[src/rtl/mtr_spd_ramp.sv]
// mtr_spd_ramp: slew-rate limiter for signed left/right motor speed commands.
module mtr_spd_ramp #(
  parameter int TICK_DIV = 512,
  parameter int STEP     = 8,
  parameter int SPD_LIM  = 1000
) (
  input  logic               clk,
  input  logic               rst_n,
  input  logic signed [10:0] lft_cmd,
  input  logic signed [10:0] rght_cmd,
  input  logic               cmd_vld,
  input  logic               estop,
  output logic signed [10:0] lft_spd,
  output logic signed [10:0] rght_spd,
  output logic               at_tgt
);
  localparam int CW = (TICK_DIV > 2) ? $clog2(TICK_DIV) : 1;
  localparam logic signed [11:0] STEP12 = 12'(STEP);
  localparam logic signed [10:0] LIM11 = 11'(SPD_LIM);
  localparam logic [1:0] IDLE = 2'd0;
  localparam logic [1:0] RAMP = 2'd1;
  localparam logic [1:0] STOP = 2'd2;
  logic [CW-1:0]     r_cnt;
  logic [1:0]        r_state;
  logic signed [10:0] r_lft_tgt, r_rght_tgt;
  logic signed [10:0] w_lft_nxt, w_rght_nxt, w_lft_clp, w_rght_clp;
  logic              w_tick;
  function automatic logic signed [10:0] f_clamp(input logic signed [10:0] c);
    return (c > LIM11) ? LIM11 : ((c < -LIM11) ? -LIM11 : c);
  endfunction
  // A step that would flip the sign of a moving output lands on zero instead.
  function automatic logic signed [10:0] f_step(input logic signed [10:0] spd, input logic signed [10:0] tgt);
    logic signed [11:0] diff, nxt;
    diff = $signed({tgt[10], tgt}) - $signed({spd[10], spd});
    nxt  = (diff <= STEP12 && diff >= -STEP12) ? $signed({tgt[10], tgt}) :
           (!diff[11] ? $signed({spd[10], spd}) + STEP12 : $signed({spd[10], spd}) - STEP12);
    return (spd != '0 && nxt != '0 && nxt[11] != spd[10]) ? '0 : nxt[10:0];
  endfunction
  assign w_tick     = r_cnt == CW'(TICK_DIV - 1);
  assign w_lft_clp  = f_clamp(lft_cmd);
  assign w_rght_clp = f_clamp(rght_cmd);
  assign w_lft_nxt  = f_step(lft_spd, r_lft_tgt);
  assign w_rght_nxt = f_step(rght_spd, r_rght_tgt);
  assign at_tgt     = (lft_spd == r_lft_tgt) && (rght_spd == r_rght_tgt) && (r_state != STOP);
  always_ff @(posedge clk) begin
    if (!rst_n || estop) begin
      r_cnt      <= '0;
      r_state    <= !rst_n ? IDLE : STOP;
      lft_spd    <= '0;
      rght_spd   <= '0;
      r_lft_tgt  <= '0;
      r_rght_tgt <= '0;
    end else begin
      r_cnt <= w_tick ? '0 : r_cnt + CW'(1);
      if (r_state == STOP) begin
        r_state <= IDLE;
      end else if (cmd_vld) begin
        r_lft_tgt  <= w_lft_clp;
        r_rght_tgt <= w_rght_clp;
        r_state    <= (w_lft_clp != lft_spd || w_rght_clp != rght_spd) ? RAMP : IDLE;
      end else if (r_state == RAMP && w_tick) begin
        lft_spd  <= w_lft_nxt;
        rght_spd <= w_rght_nxt;
        r_state  <= (w_lft_nxt == r_lft_tgt && w_rght_nxt == r_rght_tgt) ? IDLE : RAMP;
      end
    end
  end
endmodule
[config.mk]
export PLATFORM = sky130hd
export DESIGN_NAME = mtr_spd_ramp
export DESIGN_NICKNAME = d
export VERILOG_FILES = /design/src/rtl/mtr_spd_ramp.sv
export SDC_FILE = /design/constraint.sdc
export NUM_CORES = 1
export LEC_CHECK = 0
export CAP_MARGIN = 5
export CORE_ASPECT_RATIO = 2
export CORE_MARGIN = 2
export CORE_UTILIZATION = 40
export CTS_CLUSTER_DIAMETER = 30
export DETAILED_ROUTE_END_ITERATION = 8
export GPL_TIMING_DRIVEN = 0
export PLACE_DENSITY = 0.65
export SYNTH_ARGS = -nofsm -noshare
export SYNTH_HDL_FRONTEND = slang
export SYNTH_SLANG_ARGS = --single-unit
[constraint.sdc]
create_clock -name clk -period 9.9 [get_ports clk]
set_clock_uncertainty 0.15 [all_clocks]
set_input_delay 1.98 -clock clk [delete_from_list [all_inputs] [get_ports clk]]
set_output_delay 1.98 -clock clk [all_outputs]
set_load 0.05 [all_outputs]
==> reports/results.ini <==
[clocking]
cts.sinks=55
holdBufCountCts=0
post_cts_resized=0
post_cts.repair.setup_buffers=0
htreeDepth=2
cts_tree=yes
cts_made_buffers=5
cts_root_buffer=clkbuf_16
clockBufferDepth=2
clkTransAtPathRegs_ps=70
clkLatencyLatePin_ps=310

[pwr]
power_density_mw_per_mm2=109
ir_worst_vdd_uv=69.0
leakage_nw=2.54

[route]
via_count=6503
ant_nets=0
wl_per_cell_um=20.1
drt_drc_violations_left=0
dr.pass1.iters=5
dr.first_iter.drc_count=441
viasPerCell=6.19
routed_wl_mm=21.1

[worst_setup_path]
cp-end-kind=flop
crit_path_start_kind=flop
cp_data_arrival_time_ps=6610
cp_slowest_stage_delay_ps=570
cp_slowest_cell=clkbuf_1
worst-setup-path-type=flop to flop
cp_cell_sequence=clkbuf_1, inv_1, ha_1, nand3_1, a2111oi_4, nor2_1, o21ai_0, nand2_1, fa_1, a211o_1, a211o_1, a221oi_1, nor2_1, a31oi_1, a22oi_1, mux2i_1, buf_4, a21oi_1, a32oi_1, a31oi_1
cp.required_ps=9800
path_max_fanout=10

[floorplanning]
io-pin-count=49
die_area_mm2=0.0156
die_h_um=175
std_cell_rows=62
start_util=0.407
core_mm2=0.0144
die_x_um=89.4

[timing]
rsz0062_at_grt=false
max_freq_ghz=0.149
tightestPinTransition_ps=925
drv_slew=0
slew_headroom=0.367
setup_tns_ps=0
setup_viol=0
post-route-period-util=0.678
fin_crit_ps=6710
hold_viol=0

[run]
drv_cap=0

[logic_synthesis]
synth_top_flop_cell=dfxtp_1
async_flop_share=0
yosys_register_bits=55
synth_edf_count=2
synth_warnings=0
synth_fp_nets=873
seq_area_frac_synth=0.192
netlist_area_mm2=0.00584
postSynthCellCount=803
synth_cell_types=89
syn_area_per_cell_um2=7.27

[global_route]
grt_use_total=0.274
grt_start_max_net_pins=17
grt_overflow=0
grt_pass1_vias=6429
grt_antenna_before_repair=0
grt_pass1_wl_mm=32.8

[worst_hold_path]
hp-class=flop to flop

[finish]
final_common_cell=nor2_1
final_cell_area_mm2=0.00672
syn2layout_area_growth_pct=15.1
drive_gt1_frac=0.0629
final_cell_mix=nor2_1, a21oi_1, inv_1
antenna_cells=0
nets=928

[place]
place.gp.congestion=0.977
port_buffers=48
postPlaceCellArea_mm2=0.00656
dpl.hpwl_mm=16.8

[outcome]
status=finished clean

report_power, final:
part           internal [mW]  total [mW]  switching [mW]
clock network          0.118       0.207          0.0887
registers              0.227       0.235         0.00818
logic                  0.115       0.292           0.177
total                  0.461       0.735           0.274
worst paths after layout:
kind | startpoint | endpoint | slack [ps] | cells after the start
setup reg to reg | rght_spd[3] | r_state[0] | 3190 | 20
hold reg to reg | r_cnt[0] | r_cnt[0] | 320 | 1
hold / removal | r_cnt[0] | r_cnt[0] | 320 | 1
setup / recovery | rght_spd[3] | r_state[0] | 3190 | 20
registers in the layout (all words and copies together), names as in the netlist:
register    count
r_cnt           9
r_lft_tgt      11
r_rght_tgt     11
lft_spd        11
rght_spd       11
r_state         2
cell usage after synthesis (12+ instances only):
cell | number | share of area
xnor2_1 | 24 | 0.036
a211oi_1 | 17 | 0.022
o21ai_0 | 35 | 0.030
clkbuf_1 | 22 | 0.014
nor2_1 | 83 | 0.053
nand4_1 | 12 | 0.013
nor4_1 | 19 | 0.020
nand3_1 | 39 | 0.033
a21oi_1 | 71 | 0.061
nand2_1 | 57 | 0.037
nor3_1 | 43 | 0.037
ha_1 | 40 | 0.086
a31oi_1 | 16 | 0.017
inv_1 | 60 | 0.039
dfxtp_1 | 53 | 0.18
a22oi_1 | 14 | 0.018
final cells by class:
| cell class | instances | area (um^2) |
|---|---|---|
| clock buffer | 5 | 125 |
| multi-input combinational | 651 | 4280 |
| clock inverter | 3 | 38.8 |
| tap | 192 | 240 |
| sequential | 55 | 1120 |
| fill | 1478 | 7630 |
| buffer | 37 | 210 |
| timing repair buffer | 48 | 480 |
| inverter | 60 | 225 |
metrics by stage:
stage	hold slack, ps	setup slack (ps)	utilization	instances	total power [mW]
after floorplan	280	4230	-	803	0.447
after global placement	301	3270	0.457	1043	0.524
after detailed placement	308	3260	0.457	1043	0.526
after CTS	326	3250	0.469	1051	0.732
after global routing	352	2670	0.469	1051	0.772
final	324	3190	0.469	1051	0.735
logic make-up (layout without fill, tap and decap cells):
group / after synthesis / in the layout / share of synthesized area
simple gates: 317 / 317 / 0.281
compound gates: 244 / 244 / 0.282
buf+inv: 97 / 153 / 0.0746
flops: 55 / 55 / 0.192
fa+ha+maj: 44 / 44 / 0.0994
xor+xnor: 35 / 35 / 0.0525
mux: 11 / 11 / 0.0191
layer usage:
metal  global-route usage  wire length, um
met5                    0                0
met1                0.274             7150
met2                0.493            11300
met3               0.0213              880
met4                0.216             1870
worst max-delay path: cells and delay by family, from the launching register on:
| kind | cells | cell delay, ps |
|---|---|---|
| AO/OA/AOI/OAI | 10 | 2940 |
| buffers and inverters | 3 | 1010 |
| adder cells (fa/ha/maj) | 2 | 920 |
| AND/OR/NAND/NOR | 4 | 770 |
| flip-flops | 1 | 380 |
| multiplexers | 1 | 290 |
No activity file was read; power rests on OpenSTA's default activity.
